File: src/rtl/fetch_pkg.sv
// Shared types for the fetch PC unit: FSM states, redirect kinds, alignment constants.
// No logic, no latency; imported by the target calculator and the top level.
package fetch_pkg;

  typedef enum logic [1:0] {
    BOOT  = 2'd0,
    FETCH = 2'd1,
    HALT  = 2'd2
  } state_e;

  typedef enum logic [1:0] {
    RD_NONE = 2'd0,
    RD_BR   = 2'd1,
    RD_JMP  = 2'd2,
    RD_JR   = 2'd3
  } rd_kind_e;

  localparam int INSN_BYTES = 4;
  localparam int ALIGN_SH   = 2;

endpackage

File: src/rtl/fetch_pc_unit_br_target_calc.sv
// Combinational redirect target select (jr > jmp > br) with jr misalignment flag.
// Zero latency, no handshake; the caller decides whether the target is applied.
module br_target_calc
  import fetch_pkg::*;
#(
  parameter int XLEN   = 32,
  parameter int IMM_W  = 16,
  parameter int JIDX_W = 26
) (
  input  logic [XLEN-1:0]   i_rd_pc,
  input  logic              i_br_taken,
  input  logic [IMM_W-1:0]  i_br_imm,
  input  logic              i_jmp_valid,
  input  logic [JIDX_W-1:0] i_jmp_idx,
  input  logic              i_jr_valid,
  input  logic [XLEN-1:0]   i_jr_addr,
  output logic [XLEN-1:0]   o_target,
  output rd_kind_e          o_kind,
  output logic              o_misalign
);

  logic [XLEN-1:0] w_seq_pc;
  logic [XLEN-1:0] w_br_off;
  logic [XLEN-1:0] w_br_tgt;
  logic [XLEN-1:0] w_jmp_tgt;

  assign w_seq_pc  = i_rd_pc + XLEN'(INSN_BYTES);
  assign w_br_off  = {{(XLEN-IMM_W){i_br_imm[IMM_W-1]}}, i_br_imm} << ALIGN_SH;
  assign w_br_tgt  = w_seq_pc + w_br_off;
  // Jump keeps the region bits of the sequential PC above the word index
  assign w_jmp_tgt = {w_seq_pc[XLEN-1 -: (XLEN-JIDX_W-ALIGN_SH)], i_jmp_idx, {ALIGN_SH{1'b0}}};

  always_comb begin
    o_target   = '0;
    o_kind     = RD_NONE;
    o_misalign = 1'b0;
    if (i_jr_valid) begin
      o_target   = i_jr_addr;
      o_kind     = RD_JR;
      o_misalign = |i_jr_addr[ALIGN_SH-1:0];
    end else if (i_jmp_valid) begin
      o_target = w_jmp_tgt;
      o_kind   = RD_JMP;
    end else if (i_br_taken) begin
      o_target = w_br_tgt;
      o_kind   = RD_BR;
    end
  end

endmodule

File: src/rtl/fetch_pc_unit.sv
// Fetch PC register, BOOT/FETCH/HALT sequencing, pending-redirect buffer, saturating fetch counter.
// Request held stable until accepted; redirects arriving without a handshake wait in the buffer.
module fetch_pc_unit
  import fetch_pkg::*;
#(
  parameter int              XLEN     = 32,
  parameter int              IMM_W    = 16,
  parameter int              JIDX_W   = 26,
  parameter logic [XLEN-1:0] RESET_PC = '0,
  parameter int              CNT_W    = 16
) (
  input  logic              i_clk,
  input  logic              i_rst,
  input  logic              i_en,
  output logic              o_req_valid,
  output logic [XLEN-1:0]   o_req_addr,
  input  logic              i_req_ready,
  output logic [XLEN-1:0]   o_pc_plus4,
  input  logic [XLEN-1:0]   i_rd_pc,
  input  logic              i_br_taken,
  input  logic [IMM_W-1:0]  i_br_imm,
  input  logic              i_jmp_valid,
  input  logic [JIDX_W-1:0] i_jmp_idx,
  input  logic              i_jr_valid,
  input  logic [XLEN-1:0]   i_jr_addr,
  output logic              o_redirect_pend,
  output logic              o_misalign_err,
  output logic [CNT_W-1:0]  o_fetch_count
);

  state_e          r_state;
  state_e          w_state_nxt;
  logic [XLEN-1:0] r_pc;
  logic [XLEN-1:0] r_pend_tgt;
  logic            r_pend;
  logic            r_misalign_err;
  logic [CNT_W-1:0] r_fetch_count;

  logic [XLEN-1:0] w_target;
  rd_kind_e        w_kind;
  logic            w_misalign;
  logic            w_hs;
  logic            w_redirect;
  logic            w_misalign_evt;

  br_target_calc #(
    .XLEN   (XLEN),
    .IMM_W  (IMM_W),
    .JIDX_W (JIDX_W)
  ) u_tgt (
    .i_rd_pc     (i_rd_pc),
    .i_br_taken  (i_br_taken),
    .i_br_imm    (i_br_imm),
    .i_jmp_valid (i_jmp_valid),
    .i_jmp_idx   (i_jmp_idx),
    .i_jr_valid  (i_jr_valid),
    .i_jr_addr   (i_jr_addr),
    .o_target    (w_target),
    .o_kind      (w_kind),
    .o_misalign  (w_misalign)
  );

  assign w_hs           = o_req_valid & i_req_ready;
  // A misaligned jr swallows every redirect of its cycle; BOOT ignores them all
  assign w_redirect     = (w_kind != RD_NONE) && !w_misalign && (r_state != BOOT);
  assign w_misalign_evt = w_misalign && (r_state != BOOT);

  always_ff @(posedge i_clk or posedge i_rst) begin
    if (i_rst) r_state <= BOOT;
    else       r_state <= w_state_nxt;
  end

  always_comb begin
    w_state_nxt = r_state;
    case (r_state)
      BOOT:    w_state_nxt = i_en ? FETCH : HALT;
      FETCH:   if (w_hs && !i_en) w_state_nxt = HALT;
      HALT:    if (i_en) w_state_nxt = FETCH;
      default: w_state_nxt = BOOT;
    endcase
  end

  always_comb begin
    o_req_valid = (r_state == FETCH);
  end

  always_ff @(posedge i_clk or posedge i_rst) begin
    if (i_rst) begin
      r_pc           <= RESET_PC;
      r_pend_tgt     <= '0;
      r_pend         <= 1'b0;
      r_misalign_err <= 1'b0;
      r_fetch_count  <= '0;
    end else begin
      r_misalign_err <= w_misalign_evt;
      if (w_hs && (r_fetch_count != {CNT_W{1'b1}})) r_fetch_count <= r_fetch_count + 1'b1;
      if (r_state == FETCH) begin
        if (w_redirect && w_hs) begin
          r_pc   <= w_target;
          r_pend <= 1'b0;
        end else if (w_redirect) begin
          r_pend_tgt <= w_target;
          r_pend     <= 1'b1;
        end else if (w_hs) begin
          r_pc   <= r_pend ? r_pend_tgt : o_pc_plus4;
          r_pend <= 1'b0;
        end
      end else if ((r_state == HALT) && w_redirect) begin
        r_pc <= w_target;
      end
    end
  end

  assign o_req_addr      = r_pc;
  assign o_pc_plus4      = r_pc + XLEN'(INSN_BYTES);
  assign o_redirect_pend = r_pend;
  assign o_misalign_err  = r_misalign_err;
  assign o_fetch_count   = r_fetch_count;

endmodule
File: config.mk
export PLATFORM = sky130hd
export DESIGN_NAME = fetch_pc_unit
export DESIGN_NICKNAME = d
export VERILOG_FILES = /design/src/rtl/fetch_pkg.sv /design/src/rtl/fetch_pc_unit_br_target_calc.sv /design/src/rtl/fetch_pc_unit.sv
export SDC_FILE = /design/constraint.sdc
export NUM_CORES = 1
export LEC_CHECK = 0
export ABC_AREA = 1
export CAP_MARGIN = 20
export CELL_PAD_IN_SITES_DETAIL_PLACEMENT = 1
export CELL_PAD_IN_SITES_GLOBAL_PLACEMENT = 1
export CORE_MARGIN = 1.5
export CORE_UTILIZATION = 30
export CTS_BUF_LIST = sky130_fd_sc_hd__clkbuf_2
export CTS_CLUSTER_DIAMETER = 120
export DETAILED_ROUTE_END_ITERATION = 10
export GPL_ROUTABILITY_DRIVEN = 0
export PLACE_DENSITY = 0.82
export SYNTH_ARGS = -nofsm -noshare
export SYNTH_HDL_FRONTEND = slang
export SYNTH_SLANG_ARGS = --single-unit
File: constraint.sdc
create_clock -name i_clk -period 2.6 [get_ports i_clk]
set_clock_uncertainty 0.15 [all_clocks]
set_input_delay 0.52 -clock i_clk [delete_from_list [all_inputs] [get_ports i_clk]]
set_output_delay 0.52 -clock i_clk [all_outputs]
set_load 0.1 [all_outputs]
==> metrics, run 1 <==
status=finished, violations left; failing checks=setup timing; max-slew headroom at the worst pin=63.6%; main area contributors after synthesis=dfrtp_1, nand2_1, inv_1; Synth area leader=dfrtp_1; proportion of layout cells with a drive suffix above 1=51.0%; H-tree lvl count=3; total number of vias=12019; Netlist Area Pre-Place=8250 sq um; starting utilization of the core area=30.6%; library cell used as clock root buffer=clkbuf_2; area share of the largest cell type after synthesis=25.5%; minimum clock period=3.26 ns; reported max-cap violation count=0; pin count of the biggest net entering global routing=48; wire length after detailed routing=54200 microns; cell seen most often among critical-path stages=nand2_2; via count of the first global-routing pass=12338; final std cell area, no fill=16200 sq um; number of distinct library cells after synthesis=48; maximum vdd ir drop=0.482 mV; Placed Instance Area=12900 sq um; TritonRoute pass-1 iters=5; Total Die Area=28500 sq um; CP max FO=3; Final period util=125%; HPWL reported at the end of detailed placement=29600 microns; number of cells produced by synthesis=1333; core area=27000 sq um; nets in the synthesized netlist=1484; upper clock frequency limit=307 MHz; slowest stage cell on the critical path=ha_1; critical path buffer and inverter count=3; residual antenna-violating net count after detailed routing=0; PnR worst setup slack=-0.656 ns; pwr/cell area=819 nW/um^2; leading cell types in the layout, fill and taps excluded=nand2_1, buf_4, nand2_2, inv_1, clkdlybuf4s50_1; Area Overhead vs Synth=96.8%; die height=169 microns; first-pass GRT wire length=67700 microns; total clock buffers created by CTS=9; setup repair after global routing missed its margin=yes; register clock-pin slew on the reported worst setup and hold paths=0.23 ns; Post-layout nets=1982; largest stage delay on the critical path=0.33 ns; average cell area after synthesis=6.19 sq um; Hold Vio Cnt, Final=0; Routed WL per cell=24.9 microns; number of clock sinks=84; WP data required=2.92 ns; number of pins exceeding their max-slew limit in the final report=0; nature of the critical path startpoint=primary input; initial antenna violation count=2; gr ovfl total=0; CP Capture Type=register; standby leakage power=7.82 nW; arrival time reported for the critical path endpoint=3.58 ns; post-synthesis register bit count=84; post-placement cell count=2023; count of routing violations after the opening detailed-route iteration=619; class of the most critical hold timing path=primary input to async pin; CTS tree=built; CP Class=primary input to register; ratio of routed vias to standard cells=5.52; I/O pin total=196; Filler Cells Inserted=3247; number of standard cells in the final layout excluding fillers=2179; setup slack after placement=-1.67 ns; total track usage=30.6%; number of warnings reported in the yosys synthesis log=0; # port buffers=195; Clk Latency, worst-skew pair=0.61 ns; Final setup viols=73; die width=169 microns; worst slew pin tran=0.545 ns; Clock Path Buffers=2; number of placement rows=60; CP delay by family, top=simple AND/OR/NAND/NOR gates; part of the Yosys area used for sequential elements=25.5%; Final Power=13.3 mW; DRC=0
## cell families after synthesis
logic type / after synthesis / synth area share, %
AO/OA/AOI/OAI: 202 / 12.9
XOR/XNOR: 64 / 7.07
adder cells (fa/ha/maj): 38 / 5.86
buffers and inverters: 185 / 8.91
flip-flops: 84 / 25.5
multiplexers: 3 / 0.410
AND/OR/NAND/NOR: 757 / 39.3
## power by group
group	internal (mW)	switching, mW	leakage [nW]
Combinational	3.37	6.76	6.72
Clock	0.312	0.503	0.0747
Sequential	1.78	0.566	1.02
Total	5.47	7.83	7.82
## path summary, 6_finish.rpt
| kind | cells past startpoint | slack [ns] | endpoint | start |
|---|---|---|---|---|
| min in group i_clk | 2 | 0.34 | r_state[1] | i_en |
| max | 25 | -0.66 | o_req_addr[31] | i_rd_pc[2] |
| max in group asynchronous | 3 | 1.48 | o_req_addr[9] | i_rst |
| max reg2reg | 14 | 0.07 | o_req_addr[24] | o_req_addr[10] |
| min | 2 | 0.19 | r_pend_tgt[21] | i_rst |
| min reg2reg | 2 | 0.37 | r_pend_tgt[28] | r_pend_tgt[28] |
## layout make-up
cell class	instances	area, sq um	area share (%)
clock inverter	6	78.8	0.486
sequential	84	2140	13.2
clock buffer	10	50.0	0.308
timing repair buffer	525	4860	30.0
multi-input combinational	1064	8100	49.9
antenna	2	5.00	0.0308
tap	341	427	2.63
inverter	147	568	3.50
## layer usage
layer	track usage [%]	up-vias	part of all wire [%]
li1	-	5268	-
met1	34.0	5820	34
met3	2.34	299	5.1
met5	0	-	0
met4	19.3	0	9.6
met2	56.4	632	51
## cells in the mapped netlist (all sizes together)
cell type,number
mux2,3
nand3,86
a22o,1
dfrtp,84
o21bai,7
a211oi,2
inv,147
a21oi,104
nand4,22
a31oi,3
nor3,26
xor2,39
fa,1
xnor2,25
a2bb2oi,1
o21a,2
nand3b,3
a21o,3
nor3b,2
and2,2
clkbuf,21
o211ai,1
o31ai,2
nor4,3
buf,17
nor2,112
or2,13
ha,37
nand2,488
o21ai,76
## metrics by stage
step           hold slack, ns  util (%)  setup TNS (ns)
2_1_floorplan           0.303         -          -20.15
6_report                0.192      60.2          -28.34
3_3_place_gp            0.315      47.9          -63.15
3_5_place_dp            0.324      47.9          -69.67
4_1_cts                 0.149      53.8          -10.01
5_1_grt                 0.179      60.2          -34.00
## flip-flops by register name, summed over array words and instances, names as in the netlist
signal	flops
o_redirect_pend	1
o_fetch_count	16
o_req_addr	32
r_pend_tgt	32
o_misalign_err	1
r_state	2
## timing repair
item / 4_1_cts / 5_1_grt
endpoints found under the hold margin: 0 / 0
hold buffers: 0 / 0
endpoints found under the setup margin: 78 / 77
setup buffers: 87 / 64
gates resized for setup: 293 / 331
pin swaps: 154 / 216
Power figures use the tool's default switching activity.
==> inputs of run 2 (changes only) <==
- CAP_MARGIN: 20 -> 10
- RECOVER_POWER: unset -> 100
==> run 2 against run 1 <==
Net effect: critical endpoint unchanged; count of clock-buffer cells in the layout unchanged; the flow still finishes with violations (setup timing); hold slack improved by 0.15 ns; final area decreased by 0.51%; sequential share of layout area grew 0.067 points; final cell count did not move; register-to-register slack about the same; worst setup slack better by 0.0048 ns; power is 0.38% lower; first-iteration DRC count up 5.5%; critical path depth did not move; largest power group unchanged.
==> metrics, run 2 (synthesis results as in run 1) <==
proportion of layout cells with a drive suffix above 1=50.8% (was 51.0%); switching share of total power=59.0% (was 58.9%); slowest stage cell on the critical path=ha_1 (unchanged); minimum clock period=3.25 ns (was 3.26 ns); gr ovfl total=0 (unchanged); class of the most critical hold timing path=primary input to register (was primary input to async pin); CP delay by family, top=simple AND/OR/NAND/NOR gates (unchanged); Final setup viols=73 (unchanged); post-route core utilization=59.9% (was 60.2%); wire length after detailed routing=54100 microns (was 54200 microns); CP max FO=3 (unchanged); Clock Path Buffers=2 (unchanged); DRC=0 (unchanged); logic gate share of total power=76.1% (was 76.2%); core area=27000 sq um (unchanged); number of clock sinks=84 (unchanged); WP data required=2.92 ns (about the same); CP Class=primary input to register (unchanged); reported max-cap violation count=0 (unchanged); worst hold start=i_en; setup slack of the worst register-to-register path=0.06 ns (was 0.07 ns); # port buffers=195 (unchanged); TritonRoute pass-1 iters=5 (unchanged); via count of the first global-routing pass=12338 (unchanged); Storage cell area=2140 sq um (unchanged); die height=169 microns (unchanged); status=finished, violations left (unchanged); ratio of routed vias to standard cells=5.54 (was 5.52); Routed WL per cell=24.8 microns (was 24.9 microns); final std cell area, no fill=16100 sq um (was 16200 sq um); startpoint of the worst register-to-register path=o_req_addr[10] (unchanged); nature of the critical path startpoint=primary input (unchanged); CTS tree=built (unchanged); arrival time reported for the critical path endpoint=3.57 ns (was 3.58 ns); CP Capture Type=register (unchanged); Reg2Reg Depth=14 (unchanged); Total Die Area=28500 sq um (unchanged); pwr/cell area=821 nW/um^2 (was 819 nW/um^2); Placed Instance Area=12900 sq um (unchanged); count of routing violations after the opening detailed-route iteration=653 (was 619); setup repair after global routing missed its margin=yes (unchanged); Hold Crit Endpoint=r_state[1]; Area Overhead vs Synth=95.8% (was 96.8%); H-tree lvl count=3 (unchanged); max-slew headroom at the worst pin=24.8% (was 63.6%); initial antenna violation count=2 (unchanged); Final period util=125% (about the same); worst slew pin tran=1.13 ns (was 0.545 ns); pin count of the biggest net entering global routing=48 (unchanged); library cell used as clock root buffer=clkbuf_2 (unchanged); total number of vias=12075 (was 12019); number of buffers inserted for hold repair after clock tree synthesis=0 (unchanged); failing checks=setup timing (unchanged); first-pass GRT wire length=67700 microns (unchanged); total clock buffers created by CTS=9 (unchanged); P_int=5.43 mW (was 5.47 mW); critical path buffer and inverter count=3 (unchanged); maximum vdd ir drop=0.480 mV (was 0.482 mV); PnR worst setup slack=-0.651 ns (was -0.656 ns); largest stage delay on the critical path=0.32 ns (was 0.33 ns); Post-layout nets=1982 (unchanged); Hold Vio Cnt, Final=0 (unchanged); cell seen most often among critical-path stages=nand2_2 (unchanged); area occupied by multi-input gates=8090 sq um (was 8100 sq um); starting utilization of the core area=30.6% (unchanged); register clock-pin slew on the reported worst setup and hold paths=0.24 ns (was 0.23 ns); total track usage=30.6% (unchanged); capture point of the worst reg-to-reg path=o_req_addr[24] (unchanged); Clk Latency, worst-skew pair=0.60 ns (was 0.61 ns); P_sw=7.82 mW (was 7.83 mW); Final Power=13.2 mW (was 13.3 mW); relative contribution of the clock network to total power=6.2% (was 6.1%); I/O pin total=196 (unchanged); number of pins exceeding their max-slew limit in the final report=0 (unchanged); worst hold stages=2; upper clock frequency limit=308 MHz (was 307 MHz); leading cell types in the layout, fill and taps excluded=nand2_1, buf_4, nand2_2, inv_1, clkdlybuf4s50_1 (unchanged); die width=169 microns (unchanged); leading cell type in the layout, fill and taps excluded=nand2_1; number of placement rows=60 (unchanged); residual antenna-violating net count after detailed routing=0 (unchanged); sequential share of power=17.7% (about the same); standby leakage power=7.79 nW (was 7.82 nW); HPWL reported at the end of detailed placement=29600 microns (unchanged); Filler Cells Inserted=3256 (was 3247)
[run 2: routing by layer]
layer	part of all wire, %	global-route usage, %	vias to the layer above
met4	9.6	19.3	0
met1	34	34.0	5900
met3	4.9	2.34	296
li1	-	-	5262
met5	0	0	-
met2	51	56.4	617
[run 2: worst max path at each step]
stage,start,to,cells after the start
finish,i_rd_pc[2],o_req_addr[31],25
global placement,i_rd_pc[2],o_req_addr[29],24
CTS,o_req_addr[2],o_pc_plus4[30],10
global route,i_rd_pc[2],o_req_addr[30],26
detailed placement,i_rd_pc[2],o_req_addr[29],24
floorplan,i_rd_pc[2],o_req_addr[30],24
[run 2: power groups by stage]
stage | sequential (mW) | clock [mW] | combinational [mW]
final | 2.34 | 0.816 | 10.1
after floorplan | 4.16 | 0 | 3.69
after detailed placement | 2.39 | 0 | 8.28
after global routing | 2.39 | 0.865 | 10.4
after CTS | 2.30 | 0.796 | 9.00
after global placement | 2.35 | 0 | 8.11
[run 2: metrics by stage]
stage / setup TNS, ns / std cells / hold slack [ns] / setup WS, ns
after global routing: -34.32 / 2179 / 0.343 / -0.765
after floorplan: -20.15 / 1333 / 0.303 / -0.561
after detailed placement: -69.67 / 2023 / 0.324 / -1.67
after global placement: -63.15 / 2023 / 0.315 / -1.53
final: -28.19 / 2179 / 0.339 / -0.651
after CTS: -10.01 / 2125 / 0.149 / -0.536
[run 2: worst reg2reg max path, stage by stage (launching register included)]
cell and delay (ns):
dfrtp_2 0.48, nand2_1 0.14, nor2_2 0.25, nand3_4 0.15, nor2_4 0.16, nand3_4 0.12
buf_6 0.15, nor2_4 0.12, xor2_4 0.19, buf_4 0.13, buf_4 0.11, nand2_1 0.05
a21oi_1 0.15, nand2_1 0.08, nand2_1 0.06
[run 2: timing repair]
action | in CTS | in global routing
pin swaps | 154 | 216
resized for setup | 293 | 331
endpoints found under the setup margin | 78 | 77
buffers inserted | 87 | 64
[run 2: cell type report]
class | instances | area share (%)
tap | 341 | 2.64
timing repair buffer | 525 | 29.7
sequential | 84 | 13.2
inverter | 147 | 3.50
clock buffer | 10 | 0.310
antenna | 2 | 0.0310
multi-input combinational | 1064 | 50.1
clock inverter | 6 | 0.488
